<file path="config.mk">
export PLATFORM = sky130hd
export DESIGN_NAME = ram_arbiter
export DESIGN_NICKNAME = d
export VERILOG_FILES = /design/src/rtl/ram_arbiter.sv
export SDC_FILE = /design/constraint.sdc
export NUM_CORES = 1
export LEC_CHECK = 0
export CAP_MARGIN = 5
export CORE_MARGIN = 5
export CORE_UTILIZATION = 21
export CTS_BUF_LIST = sky130_fd_sc_hd__clkbuf_2
export CTS_CLUSTER_SIZE = 30
export DETAILED_ROUTE_END_ITERATION = 10
export PLACE_DENSITY = 0.79
export SYNTH_ARGS = -nofsm -noshare
export SYNTH_HDL_FRONTEND = slang
export SYNTH_SLANG_ARGS = --single-unit
</file>
<file path="constraint.sdc">
create_clock -name clk -period 1.8 [get_ports clk]
set_clock_uncertainty 0.15 [all_clocks]
set_input_delay 0.18 -clock clk [delete_from_list [all_inputs] [get_ports clk]]
set_output_delay 0.18 -clock clk [all_outputs]
set_load 0.02 [all_outputs]
</file>
<file path="src/rtl/ram_arbiter.sv">
// Two-client arbiter in front of a single-port RAM with a registered read.
// Client 0 has priority, client 1 is protected by a starve limit, and either client may lock.
module ram_arbiter #(
   parameter int unsigned WORD_SIZE    = 20,
   parameter int unsigned ADDR_SIZE    = 16,
   parameter int unsigned STARVE_LIMIT = 4
) (
   input  logic                 clk,
   input  logic                 reset_n,
   input  logic                 c0_req_i,
   input  logic [ADDR_SIZE-1:0] c0_addr_i,
   input  logic [WORD_SIZE-1:0] c0_value_i,
   input  logic                 c0_write_i,
   input  logic                 c0_lock_i,
   output logic                 c0_gnt_o,
   output logic                 c0_rvalid_o,
   input  logic                 c1_req_i,
   input  logic [ADDR_SIZE-1:0] c1_addr_i,
   input  logic [WORD_SIZE-1:0] c1_value_i,
   input  logic                 c1_write_i,
   input  logic                 c1_lock_i,
   output logic                 c1_gnt_o,
   output logic                 c1_rvalid_o,
   output logic [WORD_SIZE-1:0] rdata_o,
   output logic [ADDR_SIZE-1:0] ram_addr_o,
   output logic [WORD_SIZE-1:0] ram_value_o,
   output logic                 ram_write_o,
   input  logic [WORD_SIZE-1:0] ram_value_i
);

   typedef enum logic [1:0] {StIdle, StLock0, StLock1} state_e;

   localparam logic [3:0] StarveMax = 4'(STARVE_LIMIT);

   state_e     state_q, state_d;
   logic [3:0] starve_q, starve_d;
   logic       rvalid0_q, rvalid1_q;
   logic       gnt0, gnt1;

   always_ff @(posedge clk or negedge reset_n) begin
      if (!reset_n) begin
         state_q   <= StIdle;
         starve_q  <= '0;
         rvalid0_q <= 1'b0;
         rvalid1_q <= 1'b0;
      end else begin
         state_q   <= state_d;
         starve_q  <= starve_d;
         rvalid0_q <= gnt0 & ~c0_write_i;
         rvalid1_q <= gnt1 & ~c1_write_i;
      end
   end

   always_comb begin
      state_d = state_q;
      case (state_q)
         StIdle: begin
            if (gnt0 && c0_lock_i) begin
               state_d = StLock0;
            end else if (gnt1 && c1_lock_i) begin
               state_d = StLock1;
            end
         end
         // Dropping the request also releases the lock, with no grant that cycle.
         StLock0: if (!gnt0 || !c0_lock_i) state_d = StIdle;
         StLock1: if (!gnt1 || !c1_lock_i) state_d = StIdle;
         default: state_d = StIdle;
      endcase

      if (c1_req_i && !gnt1) begin
         starve_d = (starve_q == StarveMax) ? starve_q : starve_q + 4'd1;
      end else begin
         starve_d = '0;
      end
   end

   always_comb begin
      gnt0 = 1'b0;
      gnt1 = 1'b0;
      case (state_q)
         StIdle: begin
            if (c0_req_i && c1_req_i) begin
               if (starve_q == StarveMax) gnt1 = 1'b1;
               else                       gnt0 = 1'b1;
            end else begin
               gnt0 = c0_req_i;
               gnt1 = c1_req_i;
            end
         end
         StLock0: gnt0 = c0_req_i;
         StLock1: gnt1 = c1_req_i;
         default: ;
      endcase

      c0_gnt_o    = gnt0;
      c1_gnt_o    = gnt1;
      c0_rvalid_o = rvalid0_q;
      c1_rvalid_o = rvalid1_q;
      ram_addr_o  = gnt1 ? c1_addr_i : c0_addr_i;
      ram_value_o = gnt1 ? c1_value_i : c0_value_i;
      ram_write_o = (gnt0 & c0_write_i) | (gnt1 & c1_write_i);
      rdata_o     = ram_value_i;
   end

endmodule

</file>
* After elaboration in Yosys (flattened, before gate mapping)
Index checks and enable logic that the tools add are counted.
Storage, ports and cells: output and inout port bits 61, bits in registers 8, logic and storage cells 46
Operators by class: reductions and logical operators 12, muxes and demuxes 15, add/sub/neg operators 1, bitwise gates (word level) 7, equality and inequality tests 7
Operators by type and width (number):
- $mux W20 | 1
- $mux W16 | 1
- $mux W2 | 4
- $mux W4 | 2
- $ne A2 B2 Y1 const B | 3
- $pmux W2 S3 | 1
- $add A4 B1 Y4 const B | 1
- $and A1 B1 Y1 | 4
- $eq A4 B3 Y1 const B | 1
- $logic_and A1 B1 Y1 | 4
- $logic_not A1 Y1 | 4
- $mux W1 | 4
- $pmux W1 S2 | 2
- $ne A3 B3 Y1 const B | 1
- $reduce_and A3 Y1 | 1
- $eq A2 B1 Y1 const B | 1
- $eq A2 B2 Y1 const B | 1
- $logic_not A2 Y1 | 1
- $logic_or A1 B1 Y1 | 2
- $not A1 Y1 | 2
- $or A1 B1 Y1 | 1

* Depth between registers and ports, before layout
depth in word-level cells 8, gate-level depth with buffers 7, mapped depth without buffers 5

* Worst setup path before layout
Ideal clock, no wire load.
path type flip-flop to output port, start reg starve_q[0], end out ram_write_o, cell stages (with the launch flop) 6, setup slack -374 ps, arrival time 1844 ps, cells stage by stage dfrtp_1 inv_1 ha_1 and3b_1 a21boi_0 a32o_1
On the way: word-level cells in the longest chain between the ends 6, elaborated cells between the ends (all ways) 10, those cells by class eq/ne (1); mux (6); bitwise (3)
RTL lines:
- from (decl) | RTL line 36 | logic [3:0] starve_q, starve_d;
- from (signal assigned) | RTL line 48 | starve_q <= starve_d;
- $eq A4 B3 Y1 | RTL line 83 | if (starve_q == StarveMax) gnt1 = 1'b1;
- $mux W1 | RTL line 83
- $mux W1 | RTL line 82 | if (c0_req_i && c1_req_i) begin
- $pmux W1 S2 | RTL line 80 | case (state_q)
- named net c0_gnt_o | RTL line 15 | output logic c0_gnt_o,
- $and A1 B1 Y1 | RTL line 101 | ram_write_o = (gnt0 & c0_write_i) | (gnt1 & c1_write_i);
- $or A1 B1 Y1 | RTL line 101
- to (decl) | RTL line 27 | output logic ram_write_o,
The timed path passes the listed nets, and every way through them passes these cells.

* Worst setup path after layout
start reg starve_q[0], end out ram_addr_o[2]
On the way: word-level cells in the longest chain between the ends 5
RTL lines:
- $eq A4 B3 Y1 | RTL line 83
- $mux W1 | RTL line 83
- $mux W1 | RTL line 82
- $pmux W1 S2 | RTL line 80
- $mux W16 | RTL line 99 | ram_addr_o = gnt1 ? c1_addr_i : c0_addr_i;
- to (decl) | RTL line 25 | output logic [ADDR_SIZE-1:0] ram_addr_o,
Every way passes these cells.

==> run metrics <==
outcome complete, but fails checks; failing checks negative setup slack; vias in the first global route roughly 1300; maxcap violations 0; Tightest Pin Transition 0.3837 ns; most common cell after layout, fill and taps aside clkdlybuf4s50_1; # diodes 0; via count 1140; Internal 0.6165 mW; Die Footprint 0.006479 mm2; Die Y 80.49 um; PD cells 406.7 mW/mm2; Hold-fix buffers, CTS 0; Synth Area in Compound Gates 0.05036; Num CTS Buffers 3; commonest non-fill, non-tap cells in the layout 81 x clkdlybuf4s50_1, 31 x buf_4, 28 x mux2_2, 15 x buf_2, 11 x buf_6; Routed wire per std cell 14.30 um; largest fanout on the critical path 18; antenna viol nets, final 0; HP Class in -> async; DR vias/cell 4.014; Critical Path End Type output pin; DRC 0; Yosys warnings 0; Max Fclk between 400 and 500 MHz; adder-cell share of the synthesized area 0.02398; initial antenna violation count 0; post-synthesis cell type count 23; WL final between 4000 and 5000 um; CP Data Required Time 1.47 ns; Initial DRC Count 25; crit path kind reg -> out; Power Total 0.9184 mW; final std cells w/o fill 284; Placer Congestion 0.7306; Syn Inst Count 97; clock transition at the registers of the reported paths 0.08 ns; CTS tree done; unrepaired setup endpoints after global routing true; top cells by area, synth mux2_2 31%, dfrtp_1 19%, buf_4 16%; Mean Syn Cell Area 10.76 um2; Clock Path Buffers 2; initial core utilization 0.2180; Tmin final 2.169 ns; Net Sw Frac 0.3288; Post-Synth Simple-Gate Area 0.09832; Layout Nets 321; crit start category flip-flop; Final period util 1.205; Seq/Total Area, Yosys 0.1918; Root Buffer clkbuf_2; #FFs+latches synth 8; core outline area 0.004786 mm2; post-synth top area share 0.3129; share of power burned in registers 0.210; Slew headroom 0.7434; # setup viols final 41; CP Data Arrival Time 1.84 ns; Most used DFF post-synth dfrtp_1; r2r worst-path depth 11; drt first pass iters 4; clock power share 0.116; H-tree Lvls 1; Worst-Skew Late Latency 0.23 ns; worst vdd ir 0.1415 mV; number of flops mapped to enable cells by yosys 0; ys async rst share 1.000; Clock Sinks 8; largest family of logic cells by synthesized area multiplexers; Pleak 1.007 nW; Tot GR Track Use 0.1226; port bufs 120; share of cells above drive strength 1 0.4977; pin count of the biggest net entering global routing 22; Mapped Area 0.001044 mm2; area grow syn2layout 116.4%; mux share of post-synthesis cell area 0.4233; IO Pins 161; Setup TNS -13.13 ns; setup ws final -0.3689 ns; Detail Placement HPWL 3574 um; Fin. Hold Viols 0; NetSw about 0.30 mW; Slew Limit Fails 0; post-synthesis xor/xnor area fraction 0.01679; Synth Net Count 199; Comb pwr share 0.674; cell accounting for the most synthesized area mux2_2; grt ovf 0; first-pass GRT wire length 6237 um; Placed Cells 274; Chip Width 80.49 um; row count 25
## logic make-up (layout without fill, tap and decap cells)
| family | Yosys count | in the layout |
|---|---|---|
| AO/OA/AOI/OAI | 6 | 6 |
| XOR/XNOR | 2 | 2 |
| adder cells (fa/ha/maj) | 2 | 2 |
| buffers and inverters | 26 | 146 |
| flip-flops | 8 | 8 |
| multiplexers | 37 | 37 |
| AND/OR/NAND/NOR | 16 | 16 |
## flip-flops by register name, indices dropped and copies added (netlist names)
register,flops
c0_rvalid_o,1
starve_q,4
c1_rvalid_o,1
state_q,2
## stage by stage
stage | hold WS [ns] | worst slack, ns | utilization | instance area (um2)
global placement | 0.2101 | -0.6599 | 0.4761 | 2278
CTS | 0.08075 | -0.5336 | 0.4622 | 2212
finish | 0.07817 | -0.3689 | 0.4719 | 2258
global route | 0.08851 | -0.4651 | 0.4719 | 2258
detailed placement | 0.2101 | -0.7082 | 0.4761 | 2278
floorplan | -0.2656 | -0.04043 | - | 1060
## path summary, 6_finish.rpt
kind                            slack, ns             from       endpoint
worst max-delay path                -0.37      starve_q[0]  ram_addr_o[2]
worst min-delay path                 0.08          reset_n    starve_q[3]
worst max register to register      -0.14      starve_q[0]     state_q[0]
worst min register to register       0.50      starve_q[3]    starve_q[3]
max in group asynchronous            1.15          reset_n     state_q[1]
min in group clk                     0.21  ram_value_i[15]    rdata_o[15]
## power by group through the flow
stage                     clock [mW]  combinational [mW]  sequential (mW)
after floorplan                    0               0.330            0.200
after global placement             0               0.623            0.196
after detailed placement           0               0.631            0.197
after CTS                      0.111               0.606            0.193
after global routing           0.126               0.660            0.194
final                          0.107               0.619            0.193
## worst max-delay path: stages, from the launching register on
cell and delay (ns):
dfrtp_1 0.39, inv_2 0.08, ha_4 0.14, nand3b_4 0.09
a21boi_4 0.20, buf_12 0.19, mux2_2 0.35, clkbuf_2 0.16
## per-layer routing
metal	up-vias	track usage	part of all wire
met5	-	0	0
met4	0	0.03041	0.0044
met3	2	0.04260	0.11
met2	65	0.2434	0.58
met1	515	0.1183	0.30
li1	558	-	-
## synth_stat cells (2+ instances only)
master and n:
mux2_2 29, buf_4 22, dfrtp_1 8, mux2_4 7, and2_1 3, nand2_1 3, nor2_1 3, a21oi_1 2
and2b_1 2, ha_1 2, inv_1 2, nor2b_1 2, xnor2_1 2
## final cells by class
class	count	area [um2]
inverters	2	7.507
repair buffers	141	1287
multi-input cells	63	664.4
flip-flops and latches	8	200.2
fillers	460	2527
clock buffers	3	15.01
well taps	67	83.83
## what timing repair did
item / 4_1_cts / 5_1_grt
gates resized for setup: 174 / 20
setup buffers: 5 / 2
endpoints found under the setup margin: 39 / 41
pin swaps: 3 / 2
Note: power is estimated with default switching activity, not from simulation.
==> variant 1: new RTL, same settings <==
`ADDR_SIZE`: 16 -> 8.
--- a/src/rtl/ram_arbiter.sv
+++ b/src/rtl/ram_arbiter.sv
@@ -3,5 +3,5 @@
 module ram_arbiter #(
    parameter int unsigned WORD_SIZE    = 20,
-   parameter int unsigned ADDR_SIZE    = 16,
+   parameter int unsigned ADDR_SIZE    = 8,
    parameter int unsigned STARVE_LIMIT = 4
 ) (
Ports: changed (resized c0_addr_i, c1_addr_i and ram_addr_o); port bits go from 161 to 137. No check against the original RTL was run, so the function may have changed too.
==> variant 1 against the original RTL <==
The run still ends with setup timing left. Sequential cell count is the same. Wire length shrank 14%. Cell count shrank 15%. Area after synthesis shrank 12%. Final area shrank 1.8%. Power grew 1.1%. Combinational power grew 1%. Setup slack lost 0.011 ns.
==> variant 1: results (changes against the original RTL) <==
stage,metric,value,unit,change
placed_design,placement.io_buffers,96,,-20%
cells_and_area,num-nets-final,277,,-14%
placed_design,place_congestion,0.715,,-2.2%
synth,synth.cells.most_frequent,"sky130_fd_sc_hd__mux2_2, sky130_fd_sc_hd__buf_4, sky130_fd_sc_hd__dfrtp_1",,
cells_and_area,total_area_of_multi_input_combinational_cells,661,sq um,-0.56%
cells_and_area,bufAreaShareNonClock,57.2,%,+0.24 points
power_and_ir_drop,power-per-cell-area,419,mW/mm^2,+2.9%
cells_and_area,seq_share,9.02,%,+0.16 points
route,routed_wirelength,3.50,mm,-14%
cells_and_area,num-fill-cells,387,,-16%
route,initial_detailed_routing_violation_count,16,,-36%
run_status,run_status,finished with violations,,
sta,slew_headroom,75.8,%,+1.5 points
synth,yosys-top-cells-area,"sky130_fd_sc_hd__mux2_2, sky130_fd_sc_hd__dfrtp_1, sky130_fd_sc_hd__buf_4",,
clocking,worstSkewPairLatency,0.25,ns,+0.02 ns
power_and_ir_drop,seq_power_share,20.7,%,-0.3 points
worst_setup_path,worst-path-max-fanout,9,,-9
cells_and_area,n_all_buffers,121,,-14%
sta,finalWorstSetupSlack,-0.380,ns,-0.0108 ns
synth,synth_nets,174,,-13%
cells_and_area,clk_share,0.677,%,+0.012 points
route,count_of_vias_placed_by_the_detailed_router,1011,,-11%
global_route,grt_util_all_layers,11.0,%,-1.3 points
sta,tns,-10.42,ns,+2.71 ns
run_status,violations,setup timing,,
sta,setup-violations-final,31,,-24%
power_and_ir_drop,peakVddDrop,150,uV,+5.7%
## variant 1: cell count changes after synthesis
cell                     delta
sky130_fd_sc_hd__buf_6      +2
sky130_fd_sc_hd__mux2_1     +2
sky130_fd_sc_hd__mux2_2     -3
sky130_fd_sc_hd__buf_12     -1
sky130_fd_sc_hd__mux2_4     -7
sky130_fd_sc_hd__buf_4      -2
## variant 1: per-stage QoR
stage | instance area, sq um | instances | worst slack, ns | utilization (%)
final | 2220 | 241 | -0.380 | 51.7
after global routing | 2220 | 241 | -0.472 | 51.7
after CTS | 2020 | 236 | -0.411 | 47.1
after detailed placement | 2000 | 226 | -0.680 | 46.5
after global placement | 2000 | 226 | -0.661 | 46.5
after floorplan | 1040 | 88 | -0.00804 | -
## variant 1: worst paths after layout
kind                                  from             to  slack, ns  depth (start not counted)
max in group asynchronous          reset_n    c0_rvalid_o       1.18                          1
hold reg to reg                starve_q[3]    starve_q[3]       0.50                          3
hold / removal                     reset_n     state_q[1]       0.05                          1
setup reg to reg               starve_q[0]    c0_rvalid_o       0.04                          9
min in group clk           ram_value_i[17]    rdata_o[17]       0.21                          0
setup / recovery               starve_q[0]  ram_addr_o[5]      -0.38                          8
## variant 1: cells by family after synthesis
group / synth area share [%]
flip-flops: 21.9
AND/OR/NAND/NOR: 11.2
buffers and inverters: 20.9
adder cells (fa/ha/maj): 2.74
AO/OA/AOI/OAI: 5.75
multiplexers: 35.6
XOR/XNOR: 1.92
## variant 1: timing repair
item / in CTS / in global routing
pin swaps: 3 / 2
buffers inserted: 6 / 3
setup endpoints to repair: 31 / 31
cloned: 1 / 2
resized for setup: 153 / 38
## variant 1: routing by layer
layer,track usage (%),up-vias,share of wire [%]
met5,0,-,0
met4,2.85,0,0.83
met3,3.90,6,10
met2,22.3,61,57
met1,9.84,458,32
li1,-,486,-
==> variant 2: new RTL, config.mk and constraints unchanged <==
Made on the original files. The 3 states of `state_e` get a one-hot encoding in 3 bits.
--- a/src/rtl/ram_arbiter.sv
+++ b/src/rtl/ram_arbiter.sv
@@ -29,5 +29,5 @@
 );
 
-   typedef enum logic [1:0] {StIdle, StLock0, StLock1} state_e;
+   typedef enum logic [2:0] {StIdle = 3'b001, StLock0 = 3'b010, StLock1 = 3'b100} state_e;
 
    localparam logic [3:0] StarveMax = 4'(STARVE_LIMIT);
Check against the original RTL: same outputs for any inputs over 10 cycles, from zero or initial values and one cycle with reset_n low; not proved beyond that.
==> variant 2 against the original RTL <==
Final area up 41%. Power rose by 80%. Wire length grew 51%. First-iteration DRC count is 80% higher. Die area grew 37%. The run still ends with setup timing left. Via count increased by 60%. Critical endpoint is now ram_value_o[19]. Setup slack got worse by 0.24 ns. Area after synthesis rose by 43%. Sequential cell count up 1.
==> variant 2: results (changes against the original RTL) <==
stage,metric,value,unit,change
worst_setup_path,r2r_slack,-0.33,ns,-0.19 ns
route,highest_signal_layer,met4,,
synth,synth.cells.most_frequent,"sky130_fd_sc_hd__nand2_1, sky130_fd_sc_hd__o22ai_2, sky130_fd_sc_hd__buf_4",,
cells_and_area,num-fill-cells,636,,+38%
power_and_ir_drop,power_leakage,1.40,nW,+39%
route,initial_detailed_routing_violation_count,45,,+80%
run_status,violations,setup timing,,
worst_setup_path,timing.rr.start,starve_q[0],,
global_route,grt_util_all_layers,12.2,%,-0.11 points
cells_and_area,layout-drive-gt1-share,42.3,%,-7.5 points
cells_and_area,num-multi-input-gates,142,,+130%
route,wl_met3,403,um,-8.6%
global_route,met3_usage,2.08,%,-2.2 points
placed_design,placement.setup.worst_slack,-0.819,ns,-0.110 ns
global_route,grt_start_max_net_pins,33,,+50%
cells_and_area,clockBufferCount,4,,+1
synth,synth_area,0.00149,sq mm,+43%
synth,xor_xnor_fraction_of_synth_area,1.76,%,+0.082 points
cells_and_area,layout.non_clock_inverters,3,,+1
placed_design,dpl-instance-area,0.00282,sq mm,+24%
cells_and_area,multi_input_gate_share_of_total_cell_area,35.6,%,+6.1 points
sta,tns,-23.00,ns,-9.87 ns
clocking,postCtsSetupRepairBufs,11,,+6
synth,yosysUniqueCellTypes,31,,+35%
sta,slew_headroom,70.9,%,-3.4 points
cells_and_area,regArea,226,sq um,+13%
cells_and_area,leading_registers_by_flop_count,"starve_q: 4 flops, state_q: 3 flops",,
clocking,clkSlewWorstSetupHoldPaths,0.10,ns,+0.02 ns
cells_and_area,num-nets-final,420,,+31%
cells_and_area,area_growth_syn_to_layout,113,%,
run_status,run_status,finished with violations,,
worst_setup_path,endpoint,ram_value_o[19],,
route,drt-vias-per-instance,4.43,,+10%
power_and_ir_drop,clock_net_power,0.139,mW,+30%
clocking,worstSkewPairLatency,0.25,ns,+0.02 ns
sta,setup-violations-final,48,,+17%
synth,synthMuxAreaShare,1.51,%,-41 points
worst_setup_path,r2r-end,state_q[0],,
clocking,post_cts_resized,222,,+28%
sta,finalWorstSetupSlack,-0.604,ns,-0.236 ns
route,post_drt_wl_per_cell,14.8,um,+3.5%
synth,synth_nets,294,,+48%
route,wirelength_met1,2.23,mm,+81%
global_route,grt_pass1_vias,1794,,+36%
worst_setup_path,worst_path_max_delay_cell,sky130_fd_sc_hd__o311a_4,,
cells_and_area,clk_share,0.630,%,-0.035 points
placed_design,post-dp-hpwl,4.56,mm,+28%
worst_setup_path,worst_path_dominant_cell_family,compound AO/OA/AOI/OAI gates,,
power_and_ir_drop,peakVddDrop,230,uV,+63%
synth,synth_seq_area_share,15.2,%,-4.0 points
power_and_ir_drop,netSwitchingPower,0.658,mW,+120%
synth,yosys-top-cells-area,"sky130_fd_sc_hd__o22ai_2, sky130_fd_sc_hd__nand2_1, sky130_fd_sc_hd__dfrtp_1",,
cells_and_area,n_all_buffers,159,,+13%
global_route,grt_first_pass_wirelength,8.75,mm,+40%
global_route,grt.met1_usage,13.4,%,+1.6 points
power_and_ir_drop,combinationalPower,1.27,mW,+110%
[variant 2: changes by cell type in the layout (fill, tap and decap cells not counted), moves of 3 or more]
| cell | delta |
|---|---|
| sky130_fd_sc_hd__o22ai_4 | +9 |
| sky130_fd_sc_hd__nand2_1 | +72 |
| sky130_fd_sc_hd__mux2_4 | -7 |
| sky130_fd_sc_hd__buf_4 | -9 |
| sky130_fd_sc_hd__buf_12 | +4 |
| sky130_fd_sc_hd__o22ai_2 | +23 |
| sky130_fd_sc_hd__o22ai_1 | +4 |
| sky130_fd_sc_hd__and3_4 | +3 |
| sky130_fd_sc_hd__nand2b_1 | +3 |
| sky130_fd_sc_hd__buf_6 | +28 |
| sky130_fd_sc_hd__mux2_2 | -27 |
| sky130_fd_sc_hd__buf_2 | -8 |
[variant 2: through the flow]
stage | utilization [%] | cells
floorplan | - | 192
finish | 46.3 | 413
global route | 46.3 | 413
detailed placement | 41.1 | 393
global placement | 41.1 | 393
CTS | 43.6 | 409
